$ cat config.mk
export PLATFORM = sky130hd
export DESIGN_NAME = uart_host_if
export DESIGN_NICKNAME = d
export VERILOG_FILES = /design/src/rtl/uart_host_if.sv
export SDC_FILE = /design/constraint.sdc
export NUM_CORES = 1
export LEC_CHECK = 0
export ABC_AREA = 1
export CORE_ASPECT_RATIO = 2
export CORE_MARGIN = 3
export CORE_UTILIZATION = 59
export CTS_CLUSTER_SIZE = 14
export DETAILED_ROUTE_END_ITERATION = 8
export PLACE_DENSITY = 0.76
export SLEW_MARGIN = 20
export SYNTH_ARGS = -nofsm -noshare
export SYNTH_HDL_FRONTEND = slang
export SYNTH_SLANG_ARGS = --single-unit
export TNS_END_PERCENT = 20
$ cat constraint.sdc
create_clock -name clk -period 2.9 [get_ports clk]
set_input_delay 0.435 -clock clk [delete_from_list [all_inputs] [get_ports clk]]
set_output_delay 0.435 -clock clk [all_outputs]
set_load 0.01 [all_outputs]
$ cat src/rtl/uart_host_if.sv
// Bus-side host controller for the UART core: register map, TX/RX FIFOs, TX launch engine, RX capture, level irq.
// Optional feature: define UART_HOST_LOOPBACK_EN to implement CTRL[3] (TX FIFO drains straight into the RX FIFO).
`timescale 1ns/1ps
module uart_host_if #(
  parameter int unsigned FIFO_DEPTH   = 16,
  parameter logic [15:0] DEFAULT_BAUD = 16'd1302
) (
  input  logic        clk,
  input  logic        rst,
  input  logic        bus_en,
  input  logic        bus_we,
  input  logic [1:0]  bus_addr,
  input  logic [31:0] bus_wdata,
  output logic [31:0] bus_rdata,
  output logic        irq,
  output logic        uart_transmit,
  output logic [7:0]  uart_tx_byte,
  input  logic        uart_is_transmitting,
  input  logic        uart_received,
  input  logic [7:0]  uart_rx_byte,
  input  logic        uart_recv_error,
  output logic [15:0] uart_baud,
  output logic        uart_brk,
  output logic        uart_recv_ack
);
  localparam int AW = $clog2(FIFO_DEPTH);
  localparam int CW = AW + 1;
  localparam logic [CW-1:0] FULL_COUNT = CW'(FIFO_DEPTH);

  typedef enum logic [1:0] {TX_IDLE, TX_WAIT_BUSY, TX_WAIT_DONE} txState_e;
  txState_e txState_q, txState_d;

  logic [7:0]    txMem_q [FIFO_DEPTH];
  logic [7:0]    rxMem_q [FIFO_DEPTH];
  logic [AW-1:0] txWrPtr_q, txRdPtr_q, rxWrPtr_q, rxRdPtr_q;
  logic [CW-1:0] txCount_q, txCount_d, rxCount_q, rxCount_d;
  logic [15:0]   baud_q;
  logic [3:0]    ctrl_q, ctrl_d;
  logic          txOvf_q, txOvf_d, rxOvf_q, rxOvf_d, rxErr_q, rxErr_d;
  logic [31:0]   rdata_q, rdata_d, status;
  logic          irq_q, recvAck_q;
  logic [7:0]    txByte_q;

  logic busRd, busWr, txFull, txEmpty, rxFull, rxEmpty, loopbackOn;
  logic launch, capture, loopMove, txPush, txPop, txDrop;
  logic rxPop, rxPushReq, rxPush, rxDrop, rxErrSet;
  logic [7:0] txHead, rxPushData;
  logic [2:0] stickyClr;
  logic unused_wdata;

`ifdef UART_HOST_LOOPBACK_EN
  localparam logic [3:0] CTRL_MASK = 4'hF;
  assign loopbackOn = ctrl_q[3];
`else
  localparam logic [3:0] CTRL_MASK = 4'h7;
  assign loopbackOn = 1'b0;
`endif

  assign busRd   = bus_en & ~bus_we;
  assign busWr   = bus_en & bus_we;
  assign txFull  = (txCount_q == FULL_COUNT);
  assign txEmpty = (txCount_q == '0);
  assign rxFull  = (rxCount_q == FULL_COUNT);
  assign rxEmpty = (rxCount_q == '0);
  assign txHead  = txMem_q[txRdPtr_q];

  // A full FIFO still accepts a push when it is popped in the same cycle.
  assign launch     = (txState_q == TX_IDLE) & ~txEmpty & ~uart_is_transmitting & ~loopbackOn;
  assign capture    = ~recvAck_q & uart_received;
  assign loopMove   = loopbackOn & ~txEmpty & ~capture;
  assign txPop      = launch | loopMove;
  assign txPush     = busWr & (bus_addr == 2'd0) & (~txFull | txPop);
  assign txDrop     = busWr & (bus_addr == 2'd0) & txFull & ~txPop;
  assign rxPop      = busRd & (bus_addr == 2'd0) & ~rxEmpty;
  assign rxPushReq  = capture | loopMove;
  assign rxPushData = capture ? uart_rx_byte : txHead;
  assign rxPush     = rxPushReq & (~rxFull | rxPop);
  assign rxDrop     = rxPushReq & rxFull & ~rxPop;
  assign rxErrSet   = ~recvAck_q & uart_recv_error;

  assign txCount_d = txCount_q + CW'(txPush) - CW'(txPop);
  assign rxCount_d = rxCount_q + CW'(rxPush) - CW'(rxPop);

  // Clearing writes are applied first so a coincident set event wins.
  assign stickyClr = (busWr && bus_addr == 2'd1) ? bus_wdata[7:5] : 3'b000;
  assign rxOvf_d   = (rxOvf_q & ~stickyClr[0]) | rxDrop;
  assign rxErr_d   = (rxErr_q & ~stickyClr[1]) | rxErrSet;
  assign txOvf_d   = (txOvf_q & ~stickyClr[2]) | txDrop;

  assign unused_wdata = ^bus_wdata[31:16];

  always_comb begin
    ctrl_d = ctrl_q;
    if (busWr && bus_addr == 2'd3) ctrl_d = bus_wdata[3:0] & CTRL_MASK;
  end

  always_comb begin
    status        = '0;
    status[0]     = txFull;
    status[1]     = txEmpty;
    status[2]     = rxFull;
    status[3]     = rxEmpty;
    status[4]     = uart_is_transmitting;
    status[5]     = rxOvf_q;
    status[6]     = rxErr_q;
    status[7]     = txOvf_q;
    status[12:8]  = 5'(rxCount_q);
    status[20:16] = 5'(txCount_q);
    rdata_d = rdata_q;
    if (busRd) begin
      case (bus_addr)
        2'd0:    rdata_d = rxEmpty ? 32'd0 : {23'd0, 1'b1, rxMem_q[rxRdPtr_q]};
        2'd1:    rdata_d = status;
        2'd2:    rdata_d = {16'd0, baud_q};
        default: rdata_d = {28'd0, ctrl_q};
      endcase
    end
  end

  always_ff @(posedge clk or posedge rst) begin
    if (rst) txState_q <= TX_IDLE;
    else     txState_q <= txState_d;
  end

  always_comb begin
    txState_d = txState_q;
    case (txState_q)
      TX_IDLE:      if (launch)                txState_d = TX_WAIT_BUSY;
      TX_WAIT_BUSY: if (uart_is_transmitting)  txState_d = TX_WAIT_DONE;
      TX_WAIT_DONE: if (!uart_is_transmitting) txState_d = TX_IDLE;
      default:                                 txState_d = TX_IDLE;
    endcase
  end

  // The launched byte is shown combinationally in the pulse cycle, then held in txByte_q.
  always_comb begin
    uart_transmit = launch;
    uart_tx_byte  = txByte_q;
    if (launch) uart_tx_byte = txHead;
  end

  always_ff @(posedge clk) begin
    if (txPush) txMem_q[txWrPtr_q] <= bus_wdata[7:0];
    if (rxPush) rxMem_q[rxWrPtr_q] <= rxPushData;
  end

  always_ff @(posedge clk or posedge rst) begin
    if (rst) begin
      txWrPtr_q <= '0;
      txRdPtr_q <= '0;
      rxWrPtr_q <= '0;
      rxRdPtr_q <= '0;
      txCount_q <= '0;
      rxCount_q <= '0;
      baud_q    <= DEFAULT_BAUD;
      ctrl_q    <= '0;
      txOvf_q   <= 1'b0;
      rxOvf_q   <= 1'b0;
      rxErr_q   <= 1'b0;
      rdata_q   <= '0;
      irq_q     <= 1'b0;
      recvAck_q <= 1'b0;
      txByte_q  <= '0;
    end else begin
      if (txPush) txWrPtr_q <= txWrPtr_q + AW'(1);
      if (txPop)  txRdPtr_q <= txRdPtr_q + AW'(1);
      if (rxPush) rxWrPtr_q <= rxWrPtr_q + AW'(1);
      if (rxPop)  rxRdPtr_q <= rxRdPtr_q + AW'(1);
      txCount_q <= txCount_d;
      rxCount_q <= rxCount_d;
      if (busWr && bus_addr == 2'd2) baud_q <= bus_wdata[15:0];
      ctrl_q    <= ctrl_d;
      txOvf_q   <= txOvf_d;
      rxOvf_q   <= rxOvf_d;
      rxErr_q   <= rxErr_d;
      rdata_q   <= rdata_d;
      irq_q     <= (ctrl_q[1] & ~rxEmpty) | (ctrl_q[2] & txEmpty);
      recvAck_q <= ~recvAck_q & (uart_received | uart_recv_error);
      if (launch) txByte_q <= txHead;
    end
  end

  assign bus_rdata     = rdata_q;
  assign irq           = irq_q;
  assign uart_baud     = baud_q;
  assign uart_brk      = ctrl_q[0];
  assign uart_recv_ack = recvAck_q;
endmodule

==> results.ini <==
[run_status]
run_status=finished, violations left
violations=negative setup slack

[die]
start_util=0.600
fp.dieArea_sq_um=27000
fp-row-count=81
floorplan.die.width_um=118
pin_count=109
placeableCoreArea_sq_um=24500
die_h_um=229

[timing]
final_cycle_utilization_of_the_critical_path=1.02
finalHoldWorstSlack_ns=0.236
setup_tns_ns=-0.162
final.min_clock_period_ns=2.96
timing.final.setup_violations=3
finalHoldViolCount=0
max-slew-margin-rel=0.407
worst-slew-pin-transition_ns=0.887
finClkSkew_ns=0.0167
unrepaired_setup_endpoints_after_global_routing=true
timing_max_transition_violations_final=0
final.setup.worst_slack_ns=-0.0595
clock.fmax_mhz=338

[critical_path]
critPathRequiredTime_ns=2.47
crit_fanout=16
reg2reg_setup_slack_ns=0.23
worst-r2r-cell-count=13
critPathLaunchType=register
critPathCapture=uart_tx_byte[7]
worst_path_arrival_ns=2.52
worstSetupPathType=reg -> out
cp-startpoint=txRdPtr_q[0]$_DFFE_PP0N_
worstReg2RegStart=txCount_q[3]$_DFF_PP0_
crit_path_end_kind=output pin
regToRegEndpoint=txCount_q[4]$_DFF_PP0_

[logic_synthesis]
yosys.area_share.xor_xnor=0.0107
ys_seq_elements=337
syn-cell-area_sq_um=14700
synth_compound_area_frac=0.0599
yosys-mux-area-fraction=0.00459
synthCells=1393
synth_fa_ha_area_frac=0.0214
warning_count_from_the_yosys_run=0
synth_top_family_by_area=simple AND/OR/NAND/NOR gates
synth.lib_cells_used.distinct=38
seq_area_frac_synth=0.661
synth_simple_gate_area_frac=0.172
syn_avg_cell_area_sq_um=10.6

[global_route]
pin_count_of_the_biggest_net_entering_global_routing=65
globalRoute.totalOverflow=0
first_global_vias=10400
grt_first_pass_wirelength_um=57200
antenna_found_initial=1
track_usage=0.277

[pwr]
power.switching_fraction=0.371
vdd_drop_max_v=0.000675
switching_pwr_uw=6130
share_comb_of_total_power=0.384
seq_power_share=0.393
internal_power_uw=10400
leak_uw=0.00732
power_density_nw_per_um2=951
clockPowerShare=0.223

[placement]
place_congestion=0.896
hpwlAfterDp_um=25300
numPlacedInstances=1825
numPortBuffers=81

[cells_and_area]
final_cell_count_no_fill=1895
final_common_cell=sky130_fd_sc_hd__nand2_1
drive_gt1_frac=0.125
num-nets-final=1612
layout-area-overhead-vs-synth_pct=18.1
highest_count_cells_in_the_layout_ignoring_fill_and_taps=sky130_fd_sc_hd__nand2_1, sky130_fd_sc_hd__edfxtp_1, sky130_fd_sc_hd__inv_1

[clock_tree]
numCtsBuffers=29
clock_sinks=337
clock-root-buffer=sky130_fd_sc_hd__clkbuf_16
h-tree-depth=1
cts_tree=built
clock_insertion_delay_worst_skew_ns=0.57
ctsHoldBuffers=0
cts.reportedPaths.clkPinSlew_ns=0.07
max-clock-path-buffers=3

[job]
drv_cap=0

[routing]
post-route-drc-count=0
detailroute.wirelength.met3_um=1970
routed_wirelength_um=37800
antenna_left=0
route.vias.total=10400
routed-wl-met2_um=21000
wl_met1_um=12300
wl_per_cell_um=19.9
avgViaCountPerCell=5.47
dr.first_iter.drc_count=1001
route.top_layer_used=met4
detail_route.first_pass.iterations=7

[min_path]
min-delay-path-class=in -> async

## cell type report
| class | count | area [sq um] |
|---|---|---|
| antenna | 1 | 2.50 |
| clock buffer | 51 | 830 |
| clock inverter | 3 | 50.0 |
| fill | 1780 | 7160 |
| inverter | 173 | 659 |
| multi-input combinational | 824 | 4030 |
| sequential | 337 | 9720 |
| tap | 332 | 415 |
| timing repair buffer | 173 | 1650 |
| timing repair inverter | 1 | 6.26 |
## cells in the mapped netlist, drive strengths merged
cell type	number	share of area
a211oi	1	0.00051
a21oi	18	0.0061
a22o	3	0.0018
a22oi	1	0.00051
and3	1	0.00043
buf	51	0.021
clkbuf	18	0.0046
clkinv	3	0.00077
conb	1	0.00025
dfrtp	76	0.13
dfstp	5	0.0089
edfxtp	256	0.52
fa	2	0.0027
ha	22	0.019
inv	170	0.044
mux2	6	0.0046
nand2	331	0.086
nand3	120	0.041
nand4	2	0.00085
nor2	147	0.041
nor3	5	0.0017
o211ai	33	0.017
o21ai	99	0.034
o22ai	1	0.00043
or2	3	0.0013
xnor2	2	0.0012
xor2	16	0.0095
## state kept, by name, indices dropped and copies added, names as in the netlist
signal and cells:
rxWrPtr_q 4, txWrPtr_q 4, rxCount_q 5, txOvf_q 1
txRdPtr_q 4, uart_recv_ack 1, uart_baud 16, txMem_q 128
rxMem_q 128, rxOvf_q 1, txByte_q 8, bus_rdata 21
rxErr_q 1, txCount_q 5, ctrl_q 3, irq 1
txState_q 2, rxRdPtr_q 4
## power by group through the flow
stage	registers, uW	logic, uW	clock network (uW)
after floorplan	6500	3610	0
after global placement	6550	5720	0
after detailed placement	6570	5910	0
after CTS	6490	6140	3710
after global routing	6530	6920	3900
final	6490	6350	3680
## cells by family (layout without fill, tap and decap cells)
logic type / after synthesis / after routing
XOR/XNOR: 18 / 18
AND/OR/NAND/NOR: 609 / 609
other: 1 / 12
flip-flops: 337 / 337
buffers and inverters: 242 / 401
multiplexers: 6 / 6
adder cells (fa/ha/maj): 24 / 24
AO/OA/AOI/OAI: 156 / 156
## per-stage QoR
step	cell area [sq um]	worst slack, ns	util	total power [uW]
floorplan	14700	0.293	-	10100
global placement	16300	0.00833	0.663	12300
detailed placement	16300	-0.0359	0.663	12500
CTS	17300	-0.269	0.704	16300
global route	17400	-0.138	0.708	17300
finish	17400	-0.0595	0.708	16500
## critical path, stage by stage (launching register included)
cell and delay, ns:
sky130_fd_sc_hd__dfrtp_2 0.45, sky130_fd_sc_hd__buf_4 0.17, sky130_fd_sc_hd__buf_4 0.14, sky130_fd_sc_hd__clkbuf_16 0.18
sky130_fd_sc_hd__o21ai_2 0.21, sky130_fd_sc_hd__o211ai_1 0.16, sky130_fd_sc_hd__nand3_1 0.11, sky130_fd_sc_hd__nand2_1 0.10
sky130_fd_sc_hd__nand2_1 0.07, sky130_fd_sc_hd__nand2_1 0.07, sky130_fd_sc_hd__dlygate4sd2_1 0.29
## worst min-delay path by stage
| stage | endpoint | from | depth (start not counted) | slack [ns] |
|---|---|---|---|---|
| 2_1_floorplan | txState_q[0]$_DFFE_PP0P_ | txState_q[1]$_DFFE_PP0P_ | 1 | 0.42 |
| 3_3_place_gp | txState_q[0]$_DFFE_PP0P_ | txState_q[1]$_DFFE_PP0P_ | 1 | 0.43 |
| 3_5_place_dp | txState_q[0]$_DFFE_PP0P_ | txState_q[1]$_DFFE_PP0P_ | 1 | 0.46 |
| 4_1_cts | txByte_q[4]$_DFF_PP0_ | rst | 2 | 0.25 |
| 5_1_grt | txByte_q[4]$_DFF_PP0_ | rst | 2 | 0.28 |
| 6_report | txByte_q[4]$_DFF_PP0_ | rst | 2 | 0.24 |
## repair_timing
item | 4_1_cts | 5_1_grt
pin swaps | 4 | 3
gates cloned | 3 | 2
gates resized for setup | 29 | 14
buffers inserted | 4 | 6
setup endpoints to repair | 8 | 11
## per-layer routing
metal,global-route usage,up-vias
met5,0,-
met4,0.166,0
met3,0.0294,120
met2,0.525,408
met1,0.291,4965
li1,-,4877
Power figures use the tool's default switching activity.
